`config.mk`:
```
export PLATFORM = sky130hd
export DESIGN_NAME = sal_axi_traffic_gen_flat
export DESIGN_NICKNAME = d
export VERILOG_FILES = /design/src/rtl/sal_axi_traffic_gen_if.sv /design/src/rtl/sal_axi_traffic_gen.sv /design/src/flat_wrapper.sv
export SDC_FILE = /design/constraint.sdc
export NUM_CORES = 1
export LEC_CHECK = 0
export BUFFER_PORTS_ARGS = -buffer_cell sky130_fd_sc_hd__buf_2
export CAP_MARGIN = 40
export CORE_MARGIN = 3
export CORE_UTILIZATION = 51
export CTS_CLUSTER_SIZE = 28
export DETAILED_ROUTE_END_ITERATION = 10
export PLACE_DENSITY_LB_ADDON = 0.12
export SLEW_MARGIN = 0
export SYNTH_ARGS = -nofsm -noshare
export SYNTH_HDL_FRONTEND = slang
export SYNTH_SLANG_ARGS = --single-unit
export TNS_END_PERCENT = 20
```
`constraint.sdc`:
```
create_clock -name clk -period 6.27 [get_ports clk]
set_clock_uncertainty 0.05 [all_clocks]
set_input_delay 0.627 -clock clk [delete_from_list [all_inputs] [get_ports clk]]
set_output_delay 0.627 -clock clk [all_outputs]
set_load 0.01 [all_outputs]
```
`src/rtl/sal_axi_traffic_gen_if.sv`:
```
// AXI3 write/read channel bundle between the traffic generator (master) and the memory under test (slave).
// Handshake rule on every channel: a transfer completes on the rising edge where valid and ready are both 1; the source holds valid and payload stable until then.
interface sal_axi_traffic_gen_if #(
  parameter int ADDR_WIDTH = 32,
  parameter int DATA_WIDTH = 64,
  parameter int ID_WIDTH   = 4
);
  logic [ID_WIDTH-1:0]     awid;
  logic [ADDR_WIDTH-1:0]   awaddr;
  logic [3:0]              awlen;
  logic [2:0]              awsize;
  logic [1:0]              awburst;
  logic                    awvalid;
  logic                    awready;

  logic [ID_WIDTH-1:0]     wid;
  logic [DATA_WIDTH-1:0]   wdata;
  logic [DATA_WIDTH/8-1:0] wstrb;
  logic                    wlast;
  logic                    wvalid;
  logic                    wready;

  logic [ID_WIDTH-1:0]     bid;
  logic [1:0]              bresp;
  logic                    bvalid;
  logic                    bready;

  logic [ID_WIDTH-1:0]     arid;
  logic [ADDR_WIDTH-1:0]   araddr;
  logic [3:0]              arlen;
  logic [2:0]              arsize;
  logic [1:0]              arburst;
  logic                    arvalid;
  logic                    arready;

  logic [ID_WIDTH-1:0]     rid;
  logic [DATA_WIDTH-1:0]   rdata;
  logic [1:0]              rresp;
  logic                    rlast;
  logic                    rvalid;
  logic                    rready;

  modport master (
    output awid, awaddr, awlen, awsize, awburst, awvalid,
    input  awready,
    output wid, wdata, wstrb, wlast, wvalid,
    input  wready,
    input  bid, bresp, bvalid,
    output bready,
    output arid, araddr, arlen, arsize, arburst, arvalid,
    input  arready,
    input  rid, rdata, rresp, rlast, rvalid,
    output rready
  );

  modport slave (
    input  awid, awaddr, awlen, awsize, awburst, awvalid,
    output awready,
    input  wid, wdata, wstrb, wlast, wvalid,
    output wready,
    output bid, bresp, bvalid,
    input  bready,
    input  arid, araddr, arlen, arsize, arburst, arvalid,
    output arready,
    output rid, rdata, rresp, rlast, rvalid,
    input  rready
  );
endinterface

```
`src/rtl/sal_axi_traffic_gen.sv`:
```
// AXI3 traffic generator: writes address-derived patterns in strided bursts, then reads them back and
// counts mismatching beats / bad responses. One burst outstanding at a time.
module sal_axi_traffic_gen #(
  parameter int                 ADDR_WIDTH = 32,
  parameter int                 DATA_WIDTH = 64,
  parameter int                 ID_WIDTH   = 4,
  parameter int                 CNT_WIDTH  = 16,
  parameter logic [31:0]        SEED       = 32'hA5A5_0000,
  parameter logic [ID_WIDTH-1:0] TXN_ID    = '0
) (
  input  logic                  clk,
  input  logic                  rst_n,
  input  logic                  start,
  input  logic [1:0]            mode,
  input  logic [CNT_WIDTH-1:0]  num_txn,
  input  logic [ADDR_WIDTH-1:0] base_addr,
  input  logic [ADDR_WIDTH-1:0] stride,
  input  logic [3:0]            burst_len,
  output logic                  busy,
  output logic                  done,
  output logic [CNT_WIDTH-1:0]  err_cnt,
  output logic [ADDR_WIDTH-1:0] first_err_addr,
  output logic [2:0]            dbg_state,
  sal_axi_traffic_gen_if.master axi
);

  localparam int       BYTES = DATA_WIDTH / 8;
  localparam int       LANES = DATA_WIDTH / 32;
  localparam logic [2:0] SIZE = 3'($clog2(BYTES));

  typedef enum logic [2:0] {
    IDLE    = 3'd0,
    WR_ADDR = 3'd1,
    WR_DATA = 3'd2,
    WR_RESP = 3'd3,
    RD_ADDR = 3'd4,
    RD_DATA = 3'd5,
    FINISH  = 3'd6
  } state_t;

  state_t                state_q, state_d;
  logic                  rd_after_wr_q, rd_after_wr_d;
  logic [CNT_WIDTH-1:0]  num_q, num_d;
  logic [ADDR_WIDTH-1:0] base_q, base_d;
  logic [ADDR_WIDTH-1:0] stride_q, stride_d;
  logic [3:0]            len_q, len_d;
  logic [CNT_WIDTH-1:0]  txn_q, txn_d;
  logic [ADDR_WIDTH-1:0] burst_addr_q, burst_addr_d;
  logic [3:0]            beat_q, beat_d;
  logic [ADDR_WIDTH-1:0] beat_addr_q, beat_addr_d;
  logic                  awvalid_q, awvalid_d;
  logic                  wvalid_q, wvalid_d;
  logic [DATA_WIDTH-1:0] wdata_q, wdata_d;
  logic                  wlast_q, wlast_d;
  logic                  bready_q, bready_d;
  logic                  arvalid_q, arvalid_d;
  logic                  rready_q, rready_d;
  logic                  busy_q, busy_d;
  logic                  done_q, done_d;
  logic [CNT_WIDTH-1:0]  err_cnt_q, err_cnt_d;
  logic [ADDR_WIDTH-1:0] first_err_q, first_err_d;

  // Pattern key is the low 32 address bits, zero-extended for narrow address buses.
  function automatic logic [DATA_WIDTH-1:0] pattern(input logic [ADDR_WIDTH-1:0] a);
    logic [63:0] ext;
    ext = 64'(a);
    return {LANES{ext[31:0] ^ SEED}};
  endfunction

  logic [ADDR_WIDTH-1:0] next_burst_addr;
  logic [ADDR_WIDTH-1:0] next_beat_addr;
  logic [3:0]            beat_inc;
  logic [CNT_WIDTH-1:0]  txn_inc;
  logic                  b_bad;
  logic                  r_bad;
  logic                  log_err;
  logic [ADDR_WIDTH-1:0] log_addr;

  assign next_burst_addr = burst_addr_q + stride_q;
  assign next_beat_addr  = beat_addr_q + ADDR_WIDTH'(BYTES);
  assign beat_inc        = beat_q + 4'd1;
  assign txn_inc         = txn_q + CNT_WIDTH'(1);
  assign b_bad = (axi.bresp != 2'b00) || (axi.bid != TXN_ID);
  assign r_bad = (axi.rresp != 2'b00) || (axi.rid != TXN_ID) ||
                 (axi.rdata != pattern(beat_addr_q)) || (axi.rlast != (beat_q == len_q));

  always_comb begin
    state_d       = state_q;
    rd_after_wr_d = rd_after_wr_q;
    num_d         = num_q;
    base_d        = base_q;
    stride_d      = stride_q;
    len_d         = len_q;
    txn_d         = txn_q;
    burst_addr_d  = burst_addr_q;
    beat_d        = beat_q;
    beat_addr_d   = beat_addr_q;
    awvalid_d     = awvalid_q;
    wvalid_d      = wvalid_q;
    wdata_d       = wdata_q;
    wlast_d       = wlast_q;
    bready_d      = bready_q;
    arvalid_d     = arvalid_q;
    rready_d      = rready_q;
    busy_d        = busy_q;
    done_d        = done_q;
    err_cnt_d     = err_cnt_q;
    first_err_d   = first_err_q;
    log_err       = 1'b0;
    log_addr      = '0;

    case (state_q)
      IDLE: begin
        if (start) begin
          rd_after_wr_d = mode[1];
          num_d         = num_txn;
          base_d        = base_addr;
          stride_d      = stride;
          len_d         = burst_len;
          txn_d         = '0;
          burst_addr_d  = base_addr;
          err_cnt_d     = '0;
          first_err_d   = '0;
          if (num_txn == '0) begin
            done_d  = 1'b1;
            state_d = FINISH;
          end else begin
            busy_d = 1'b1;
            if (mode == 2'd1) begin
              arvalid_d = 1'b1;
              state_d   = RD_ADDR;
            end else begin
              awvalid_d = 1'b1;
              state_d   = WR_ADDR;
            end
          end
        end
      end

      WR_ADDR: begin
        if (axi.awready) begin
          awvalid_d   = 1'b0;
          wvalid_d    = 1'b1;
          beat_d      = '0;
          beat_addr_d = burst_addr_q;
          wdata_d     = pattern(burst_addr_q);
          wlast_d     = (len_q == 4'd0);
          state_d     = WR_DATA;
        end
      end

      WR_DATA: begin
        if (axi.wready) begin
          if (wlast_q) begin
            wvalid_d = 1'b0;
            wlast_d  = 1'b0;
            wdata_d  = '0;
            bready_d = 1'b1;
            state_d  = WR_RESP;
          end else begin
            beat_d      = beat_inc;
            beat_addr_d = next_beat_addr;
            wdata_d     = pattern(next_beat_addr);
            wlast_d     = (beat_inc == len_q);
          end
        end
      end

      WR_RESP: begin
        if (axi.bvalid) begin
          log_err  = b_bad;
          log_addr = burst_addr_q;
          bready_d = 1'b0;
          txn_d    = txn_inc;
          if (txn_inc != num_q) begin
            burst_addr_d = next_burst_addr;
            awvalid_d    = 1'b1;
            state_d      = WR_ADDR;
          end else if (rd_after_wr_q) begin
            // Read-back phase walks the same address sequence from the start.
            txn_d        = '0;
            burst_addr_d = base_q;
            arvalid_d    = 1'b1;
            state_d      = RD_ADDR;
          end else begin
            busy_d  = 1'b0;
            done_d  = 1'b1;
            state_d = FINISH;
          end
        end
      end

      RD_ADDR: begin
        if (axi.arready) begin
          arvalid_d   = 1'b0;
          rready_d    = 1'b1;
          beat_d      = '0;
          beat_addr_d = burst_addr_q;
          state_d     = RD_DATA;
        end
      end

      RD_DATA: begin
        if (axi.rvalid) begin
          log_err  = r_bad;
          log_addr = beat_addr_q;
          // Burst ends on our own beat count; a misplaced rlast is only flagged, never trusted.
          if (beat_q == len_q) begin
            rready_d = 1'b0;
            txn_d    = txn_inc;
            if (txn_inc != num_q) begin
              burst_addr_d = next_burst_addr;
              arvalid_d    = 1'b1;
              state_d      = RD_ADDR;
            end else begin
              busy_d  = 1'b0;
              done_d  = 1'b1;
              state_d = FINISH;
            end
          end else begin
            beat_d      = beat_inc;
            beat_addr_d = next_beat_addr;
          end
        end
      end

      FINISH: begin
        done_d  = 1'b0;
        state_d = IDLE;
      end

      default: state_d = IDLE;
    endcase

    if (log_err) begin
      if (err_cnt_q == '0) first_err_d = log_addr;
      if (err_cnt_q != '1) err_cnt_d = err_cnt_q + CNT_WIDTH'(1);
    end
  end

  always_ff @(posedge clk) begin
    if (!rst_n) begin
      state_q       <= IDLE;
      rd_after_wr_q <= 1'b0;
      num_q         <= '0;
      base_q        <= '0;
      stride_q      <= '0;
      len_q         <= '0;
      txn_q         <= '0;
      burst_addr_q  <= '0;
      beat_q        <= '0;
      beat_addr_q   <= '0;
      awvalid_q     <= 1'b0;
      wvalid_q      <= 1'b0;
      wdata_q       <= '0;
      wlast_q       <= 1'b0;
      bready_q      <= 1'b0;
      arvalid_q     <= 1'b0;
      rready_q      <= 1'b0;
      busy_q        <= 1'b0;
      done_q        <= 1'b0;
      err_cnt_q     <= '0;
      first_err_q   <= '0;
    end else begin
      state_q       <= state_d;
      rd_after_wr_q <= rd_after_wr_d;
      num_q         <= num_d;
      base_q        <= base_d;
      stride_q      <= stride_d;
      len_q         <= len_d;
      txn_q         <= txn_d;
      burst_addr_q  <= burst_addr_d;
      beat_q        <= beat_d;
      beat_addr_q   <= beat_addr_d;
      awvalid_q     <= awvalid_d;
      wvalid_q      <= wvalid_d;
      wdata_q       <= wdata_d;
      wlast_q       <= wlast_d;
      bready_q      <= bready_d;
      arvalid_q     <= arvalid_d;
      rready_q      <= rready_d;
      busy_q        <= busy_d;
      done_q        <= done_d;
      err_cnt_q     <= err_cnt_d;
      first_err_q   <= first_err_d;
    end
  end

  assign axi.awid    = TXN_ID;
  assign axi.awaddr  = burst_addr_q;
  assign axi.awlen   = len_q;
  assign axi.awsize  = awvalid_q ? SIZE : 3'd0;
  assign axi.awburst = awvalid_q ? 2'b01 : 2'b00;
  assign axi.awvalid = awvalid_q;

  assign axi.wid     = TXN_ID;
  assign axi.wdata   = wdata_q;
  assign axi.wstrb   = wvalid_q ? '1 : '0;
  assign axi.wlast   = wlast_q;
  assign axi.wvalid  = wvalid_q;

  assign axi.bready  = bready_q;

  assign axi.arid    = TXN_ID;
  assign axi.araddr  = burst_addr_q;
  assign axi.arlen   = len_q;
  assign axi.arsize  = arvalid_q ? SIZE : 3'd0;
  assign axi.arburst = arvalid_q ? 2'b01 : 2'b00;
  assign axi.arvalid = arvalid_q;

  assign axi.rready  = rready_q;

  assign busy           = busy_q;
  assign done           = done_q;
  assign err_cnt        = err_cnt_q;
  assign first_err_addr = first_err_q;
  assign dbg_state      = state_q;

endmodule

```
`src/flat_wrapper.sv`:
```
// flat-port wrapper written by rule: the top's interface ports become plain ports
module sal_axi_traffic_gen_flat 
#(
  parameter int                 ADDR_WIDTH = 32,
  parameter int                 DATA_WIDTH = 64,
  parameter int                 ID_WIDTH   = 4,
  parameter int                 CNT_WIDTH  = 16,
  parameter logic [31:0]        SEED       = 32'hA5A5_0000,
  parameter logic [ID_WIDTH-1:0] TXN_ID    = '0
)
  (clk, rst_n, start, mode, num_txn, base_addr, stride, burst_len, busy, done, err_cnt, first_err_addr, dbg_state, axi_awid, axi_awaddr, axi_awlen, axi_awsize, axi_awburst, axi_awvalid, axi_awready, axi_wid, axi_wdata, axi_wstrb, axi_wlast, axi_wvalid, axi_wready, axi_bid, axi_bresp, axi_bvalid, axi_bready, axi_arid, axi_araddr, axi_arlen, axi_arsize, axi_arburst, axi_arvalid, axi_arready, axi_rid, axi_rdata, axi_rresp, axi_rlast, axi_rvalid, axi_rready);
  sal_axi_traffic_gen_if #(.ADDR_WIDTH(ADDR_WIDTH), .DATA_WIDTH(DATA_WIDTH), .ID_WIDTH(ID_WIDTH)) axi_i ();
  input  logic clk;
  input  logic rst_n;
  input  logic start;
  input  logic [1:0] mode;
  input  logic [CNT_WIDTH-1:0] num_txn;
  input  logic [ADDR_WIDTH-1:0] base_addr;
  input  logic [ADDR_WIDTH-1:0] stride;
  input  logic [3:0] burst_len;
  output logic busy;
  output logic done;
  output logic [CNT_WIDTH-1:0] err_cnt;
  output logic [ADDR_WIDTH-1:0] first_err_addr;
  output logic [2:0] dbg_state;
  output wire logic [$bits(axi_i.awid)-1:0] axi_awid;
  output wire logic [$bits(axi_i.awaddr)-1:0] axi_awaddr;
  output wire logic [$bits(axi_i.awlen)-1:0] axi_awlen;
  output wire logic [$bits(axi_i.awsize)-1:0] axi_awsize;
  output wire logic [$bits(axi_i.awburst)-1:0] axi_awburst;
  output wire logic [$bits(axi_i.awvalid)-1:0] axi_awvalid;
  input wire logic [$bits(axi_i.awready)-1:0] axi_awready;
  output wire logic [$bits(axi_i.wid)-1:0] axi_wid;
  output wire logic [$bits(axi_i.wdata)-1:0] axi_wdata;
  output wire logic [$bits(axi_i.wstrb)-1:0] axi_wstrb;
  output wire logic [$bits(axi_i.wlast)-1:0] axi_wlast;
  output wire logic [$bits(axi_i.wvalid)-1:0] axi_wvalid;
  input wire logic [$bits(axi_i.wready)-1:0] axi_wready;
  input wire logic [$bits(axi_i.bid)-1:0] axi_bid;
  input wire logic [$bits(axi_i.bresp)-1:0] axi_bresp;
  input wire logic [$bits(axi_i.bvalid)-1:0] axi_bvalid;
  output wire logic [$bits(axi_i.bready)-1:0] axi_bready;
  output wire logic [$bits(axi_i.arid)-1:0] axi_arid;
  output wire logic [$bits(axi_i.araddr)-1:0] axi_araddr;
  output wire logic [$bits(axi_i.arlen)-1:0] axi_arlen;
  output wire logic [$bits(axi_i.arsize)-1:0] axi_arsize;
  output wire logic [$bits(axi_i.arburst)-1:0] axi_arburst;
  output wire logic [$bits(axi_i.arvalid)-1:0] axi_arvalid;
  input wire logic [$bits(axi_i.arready)-1:0] axi_arready;
  input wire logic [$bits(axi_i.rid)-1:0] axi_rid;
  input wire logic [$bits(axi_i.rdata)-1:0] axi_rdata;
  input wire logic [$bits(axi_i.rresp)-1:0] axi_rresp;
  input wire logic [$bits(axi_i.rlast)-1:0] axi_rlast;
  input wire logic [$bits(axi_i.rvalid)-1:0] axi_rvalid;
  output wire logic [$bits(axi_i.rready)-1:0] axi_rready;
  assign axi_awid = axi_i.awid;
  assign axi_awaddr = axi_i.awaddr;
  assign axi_awlen = axi_i.awlen;
  assign axi_awsize = axi_i.awsize;
  assign axi_awburst = axi_i.awburst;
  assign axi_awvalid = axi_i.awvalid;
  assign axi_i.awready = axi_awready;
  assign axi_wid = axi_i.wid;
  assign axi_wdata = axi_i.wdata;
  assign axi_wstrb = axi_i.wstrb;
  assign axi_wlast = axi_i.wlast;
  assign axi_wvalid = axi_i.wvalid;
  assign axi_i.wready = axi_wready;
  assign axi_i.bid = axi_bid;
  assign axi_i.bresp = axi_bresp;
  assign axi_i.bvalid = axi_bvalid;
  assign axi_bready = axi_i.bready;
  assign axi_arid = axi_i.arid;
  assign axi_araddr = axi_i.araddr;
  assign axi_arlen = axi_i.arlen;
  assign axi_arsize = axi_i.arsize;
  assign axi_arburst = axi_i.arburst;
  assign axi_arvalid = axi_i.arvalid;
  assign axi_i.arready = axi_arready;
  assign axi_i.rid = axi_rid;
  assign axi_i.rdata = axi_rdata;
  assign axi_i.rresp = axi_rresp;
  assign axi_i.rlast = axi_rlast;
  assign axi_i.rvalid = axi_rvalid;
  assign axi_rready = axi_i.rready;
  sal_axi_traffic_gen #(.ADDR_WIDTH(ADDR_WIDTH), .DATA_WIDTH(DATA_WIDTH), .ID_WIDTH(ID_WIDTH), .CNT_WIDTH(CNT_WIDTH), .SEED(SEED), .TXN_ID(TXN_ID)) u_core (.clk(clk), .rst_n(rst_n), .start(start), .mode(mode), .num_txn(num_txn), .base_addr(base_addr), .stride(stride), .burst_len(burst_len), .busy(busy), .done(done), .err_cnt(err_cnt), .first_err_addr(first_err_addr), .dbg_state(dbg_state), .axi(axi_i));
endmodule
```
==> results of run 1 <==
==> worst max-delay path, cell delays in order, from the launching register on <==
cell and delay (ns):
dfxtp_1 0.82, nor2b_1 0.42, and3_1 0.22, buf_4 0.37, nand2b_1 0.18, nand2b_1 0.35, nor2_2 0.20, buf_4 0.39
nand3_1 0.35, o221ai_1 0.30
==> state kept, by name, indices dropped and copies added, names as in the netlist, 3 cells and up <==
register,count
u_core.first_err_addr,32
u_core.axi.arlen,4
u_core.txn_q,16
u_core.axi.araddr,32
u_core.stride_q,32
u_core.beat_q,4
u_core.dbg_state,3
u_core.beat_addr_q,32
u_core.axi.wdata,32
u_core.err_cnt,16
u_core.base_q,32
u_core.num_q,16
==> placed cells by master, fill, tap and decap left out, types with 11 or more instances in the layout <==
cell type	instances
buf_2	378
nand4_1	32
xor2_1	51
a22oi_1	54
and3_1	34
nand2_1	307
a211oi_1	34
nor2_1	119
xnor2_1	79
nand3_1	48
a21oi_1	212
o21a_1	46
conb_1	16
o221ai_1	23
dfxtp_1	260
nor3_1	57
nand2b_1	20
nor4_1	55
ha_1	36
a221oi_1	30
o211ai_1	17
mux2i_1	12
o21ai_0	61
a222oi_1	17
buf_4	22
a21o_1	15
clkbuf_8	11
inv_1	34
clkbuf_16	31
nor2b_1	12
==> power breakdown <==
| group | internal [mW] | switching, mW |
|---|---|---|
| Combinational | 1.04 | 1.72 |
| Sequential | 1.96 | 0.650 |
| Clock | 1.19 | 0.709 |
==> per-layer routing <==
metal	up-vias	part of all wire	global-route usage
li1	7795	-	-
met1	7829	0.40	0.423
met2	785	0.47	0.542
met3	143	0.083	0.0478
met4	0	0.043	0.136
met5	-	0	0
==> worst paths after layout <==
check / startpoint / to / depth (start not counted)
max reg2reg: u_core.dbg_state[0]$_SDFFE_PN0P_ / u_core.axi.araddr[22]$_SDFFE_PN0P_ / 9
min: burst_len[0] / u_core.axi.arlen[0]$_SDFFE_PN0P_ / 3
min reg2reg: u_core.base_q[18]$_SDFFE_PN0P_ / u_core.base_q[18]$_SDFFE_PN0P_ / 2
max: u_core.dbg_state[0]$_SDFFE_PN0P_ / u_core.axi.araddr[22]$_SDFFE_PN0P_ / 9
==> layout make-up <==
| cell class | count | share of cell area |
|---|---|---|
| inverters | 36 | 0.00745 |
| flip-flops and latches | 260 | 0.282 |
| repair buffers | 408 | 0.120 |
| well taps | 396 | 0.0268 |
| multi-input cells | 1536 | 0.505 |
| clock inverters | 11 | 0.00853 |
| clock buffers | 45 | 0.0508 |
==> per-stage QoR <==
stage                     utilization  setup slack, ns  hold slack, ns  cell area, um2
after floorplan                     -             3.05           0.381           16000
after global placement          0.561             2.63           0.389           17200
after detailed placement        0.567             2.59           0.394           17400
after CTS                       0.602             2.56           0.242           18500
after global routing            0.602             2.23           0.246           18500
final                           0.602             2.51           0.257           18500
==> kinds of logic (layout without fill, tap and decap cells) <==
kind of cell | Yosys count | after routing | synth area share
xor gates and xnor gates | 130 | 130 | 0.0715
other | 1 | 16 | 0.000235
buffers and inverters | 292 | 500 | 0.0933
AOI/OAI and AO/OA | 589 | 589 | 0.244
adders and majority gates | 37 | 37 | 0.0295
and+or+nand+nor | 750 | 750 | 0.225
muxes | 14 | 14 | 0.00896
DFF | 260 | 260 | 0.327
==> metrics.csv, run 1 <==
stage,metric,value,unit
global_route,global-route wire length before repair,87000,um
die,die width,183,um
sta,max-slew violations,0,
sta,relative slew slack,0.399,
setup_path,crit start category,register,
setup_path,CP Data Required Time,6.69,ns
sta,Setup TNS,0,ns
clock_network,Worst-path clk slew,0.06,ns
sta,final count of hold timing violations,0,
final_layout,area occupied by multi-input gates,0.00933,mm2
clock_network,setup bufs post-CTS,0,
global_route,pin count of the biggest net entering global routing,82,
clock_network,H-tree level count,1,
final_layout,share of layout cells above drive strength 1,0.213,
sta,final setup fails,0,
placement,hpwl dp,41700,um
clock_network,Clock Tree Buf Depth,3,
clock_network,CTS tree,done,
sta,worst slew pin tran,0.895,ns
power,Cell Pwr Density,394,mW/mm2
global_route,GRT overflow,0,
run_status,status,"complete, no violations",
route,routed vias,16600,
final_layout,synth-to-layout area growth,16.0,%
route,Post-route DRC,0,
route,DRT antenna net count,0,
synth,asr flop ratio synth,0,
worst_hold_path,worst hold-check path type,input pin to register,
placement,placed insts,2636,
setup_path,Worst setup EP type,register,
synth,synth cell count leaders,"308 x nand2_1, 260 x dfxtp_1, 214 x a21oi_1",
die,Die Area,0.0334,mm2
route,iteration-0 DRC count of the detailed router,1626,
route,per-cell routed wire length,21.4,um
synth,syn avg cell area,7.68,um2
setup_path,arrival time worst endpoint,4.18,ns
clock_network,clk sinks,260,
sta,Final period util,0.600,
global_route,initial antenna violation count,0,
clock_network,clk_lat worst skew,0.56,ns
synth,register area share after synthesis,0.327,
die,Site Rows,64,
die,Die H,183,um
global_route,GRT Total Usage,0.325,
global_route,number of global-route vias before repair,15200,
die,Initial Util,0.519,
route,final wirelength,57600,um
final_layout,layout net count,2480,
route,Vias/cell,6.15,
die,Ports,396,
setup_path,CP Class,register to register,
synth,Synth Warn #,0,
final_layout,fill count,2933,
synth,top-count cell post-synth,nand2_1,
placement,PortBufs,379,
synth,Mapped Area,0.0159,mm2
synth,Post-synth EDFFs,0,
synth,cell taking the most area after synthesis,dfxtp_1,
synth,synth unique cells,75,
placement,Placer Congestion,0.953,
power,VDD IR-drop max,0.000246,V
final_layout,Finished Layout Cells,2692,
clock_network,hold_buf cts,0,
power,Leakage,7.75,nW
final_layout,n_diodes,0,
synth,Synth Register Bits,260,
clock_network,TritonCTS Buffers,30,
synth,ys flop type,dfxtp_1,
sta,RSZ-0062 raised after global routing,no,
synth,"top cells by area, synth","dfxtp_1 33%, nand2_1 7.3%, a21oi_1 6.7%",
route,drt first pass iters,7,
die,core area,0.0307,mm2
final_layout,register area,0.00520,mm2
synth,post-synthesis instance total,2073,
clock_network,# resized after CTS,0,
setup_path,Worst Path Max Fanout,42,
power,Pwr Total,7.27,mW
synth,Yosys top cell area share,0.327,
sta,maximum clock rate,266,MHz
sta,Period minus WS final,3.76,ns
job,Max-Cap Viols,0,
setup_path,Reg2Reg Setup Slack,2.51,ns
clock_network,clk root buf,clkbuf_16,
No activity file was read; power rests on OpenSTA's default activity.
==> run 2: changes to the inputs <==
==> constraint.sdc (replaced) <==
create_clock -name clk -period 3.7 [get_ports clk]
set_clock_uncertainty 0.05 [all_clocks]
set_input_delay 0.37 -clock clk [delete_from_list [all_inputs] [get_ports clk]]
set_output_delay 0.37 -clock clk [all_outputs]
set_load 0.01 [all_outputs]
==> metrics.csv, run 2 (synthesis results as in run 1) <==
stage,metric,value,unit
run_status,status,"complete, no violations",
sta,relative slew slack,0.356,
worst_hold_path,worst hold-check path type,input pin to register,
worst_hold_path,hold endpoint,u_core.stride_q[8]$_SDFFE_PN0P_,
final_layout,Util after Layout,0.620,
die,Initial Util,0.519,
power,VDD IR-drop max,0.000452,V
global_route,pin count of the biggest net entering global routing,86,
placement,hpwl dp,42600,um
global_route,initial antenna violation count,1,
sta,Period minus WS final,3.51,ns
setup_path,crit start category,register,
clock_network,H-tree level count,1,
job,Max-Cap Viols,0,
sta,final setup fails,0,
setup_path,CP Class,register to register,
clock_network,CTS tree,done,
route,Post-route DRC,0,
sta,RSZ-0062 raised after global routing,no,
route,final wirelength,59000,um
die,die width,183,um
final_layout,Finished Layout Cells,2757,
setup_path,CP Launch Point,u_core.txn_q[0]$_SDFFE_PN0P_,
clock_network,clk root buf,clkbuf_16,
clock_network,setup bufs post-CTS,0,
global_route,global-route wire length before repair,89700,um
die,core area,0.0307,mm2
setup_path,Reg2Reg Setup Slack,0.19,ns
sta,Setup TNS,0,ns
setup_path,arrival time worst endpoint,3.88,ns
die,Die H,183,um
global_route,number of global-route vias before repair,15800,
clock_network,Clock Tree Buf Depth,3,
die,Site Rows,64,
route,per-cell routed wire length,21.4,um
final_layout,share of layout cells above drive strength 1,0.223,
route,routed vias,16800,
sta,final count of hold timing violations,0,
clock_network,clk_lat worst skew,0.56,ns
placement,placed insts,2675,
clock_network,TritonCTS Buffers,29,
clock_network,clk sinks,260,
power,Cell Pwr Density,665,mW/mm2
final_layout,synth-to-layout area growth,19.5,%
global_route,GRT overflow,0,
die,Ports,396,
final_layout,"commonest non-fill, non-tap cell in the layout",buf_2,
final_layout,fin area,0.0190,mm2
worst_hold_path,Hold Path Depth,3,
setup_path,Worst Reg-to-Reg Cells,10,
final_layout,layout net count,2547,
route,iteration-0 DRC count of the detailed router,1610,
route,DRT antenna net count,0,
global_route,GRT Total Usage,0.335,
setup_path,Reg-to-Reg End,u_core.txn_q[9]$_SDFFE_PN0P_,
worst_hold_path,min-delay src,stride[8],
clock_network,Worst-path clk slew,0.06,ns
die,Die Area,0.0334,mm2
sta,maximum clock rate,285,MHz
power,Pwr Total,12.6,mW
setup_path,CP Data Required Time,4.07,ns
sta,worst slew pin tran,0.962,ns
sta,Final period util,0.950,
final_layout,most frequent cells in the layout,"378 x buf_2, 307 x nand2_1, 260 x dfxtp_1, 212 x a21oi_1, 119 x nor2_1",
route,Vias/cell,6.11,
route,drt first pass iters,9,
sta,max-slew violations,0,
placement,DP Area,0.0176,mm2
placement,PortBufs,379,
setup_path,Worst setup EP type,register,
power,Leakage,8.04,nW
setup_path,RR Startpoint,u_core.txn_q[0]$_SDFFE_PN0P_,
setup_path,Worst Path Max Fanout,11,
placement,Placer Congestion,0.935,
[run 2: cell count changes in the layout (fill, tap and decap cells not counted), moves of 3 or more]
cell           before  now
buf_12              2    6
buf_16              3    0
buf_4              22   63
bufinv_16           4    7
clkbuf_8           11    5
dlygate4sd3_1       0   29
[run 2: how the worst max path moves through the flow]
stage                                          to  depth (start not counted)
6_report             u_core.txn_q[9]$_SDFFE_PN0P_                         10
5_1_grt        u_core.axi.araddr[16]$_SDFFE_PN0P_                          9
3_3_place_gp         u_core.txn_q[7]$_SDFFE_PN0P_                         10
2_1_floorplan       u_core.txn_q[11]$_SDFFE_PN0P_                         10
3_5_place_dp         u_core.txn_q[9]$_SDFFE_PN0P_                         10
4_1_cts              u_core.txn_q[9]$_SDFFE_PN0P_                         10
[run 2: what timing repair did]
| action | in CTS | in global routing |
|---|---|---|
| setup endpoints to repair | 0 | 3 |
| endpoints found under the hold margin | 29 | 0 |
| resized for setup | 0 | 2 |
| hold buffers | 29 | 0 |
[run 2: layer usage]
metal,vias up,part of all wire,global-route usage
met4,0,0.051,0.159
met3,157,0.080,0.0448
met5,-,0,0
met2,835,0.47,0.555
met1,7937,0.40,0.435
li1,7920,-,-
[run 2: layout make-up]
| class | count | area, um2 |
|---|---|---|
| antenna | 1 | 2.50 |
| fill | 2889 | 11600 |
| tap | 396 | 495 |
| clock buffer | 37 | 806 |
| inverter | 36 | 138 |
| sequential | 260 | 5200 |
| clock inverter | 15 | 265 |
| multi-input combinational | 1536 | 9340 |
| timing repair buffer | 476 | 2780 |
[run 2: where the power goes]
part | internal, mW | total [mW] | switching (mW)
clock network | 2.02 | 3.25 | 1.23
logic | 1.97 | 5.31 | 3.34
registers | 3.33 | 4.08 | 0.756
total | 7.32 | 12.6 | 5.33
[run 2: metrics by stage]
step,hold slack (ns),setup slack [ns]
6_report,0.0149,0.185
5_1_grt,0.0151,0.00350
4_1_cts,0.000175,0.177
3_5_place_dp,0.394,0.199
3_3_place_gp,0.388,0.273
2_1_floorplan,0.381,0.480
[run 2: critical path, cell delays in order, from the launching register on]
cell	delay, ns
dfxtp_1	0.46
ha_1	0.28
nand3_2	0.20
nor3_4	0.26
xnor2_1	0.12
or4_1	0.52
or4b_4	0.57
or4b_4	0.51
a21oi_2	0.20
buf_12	0.15
nor3_1	0.05
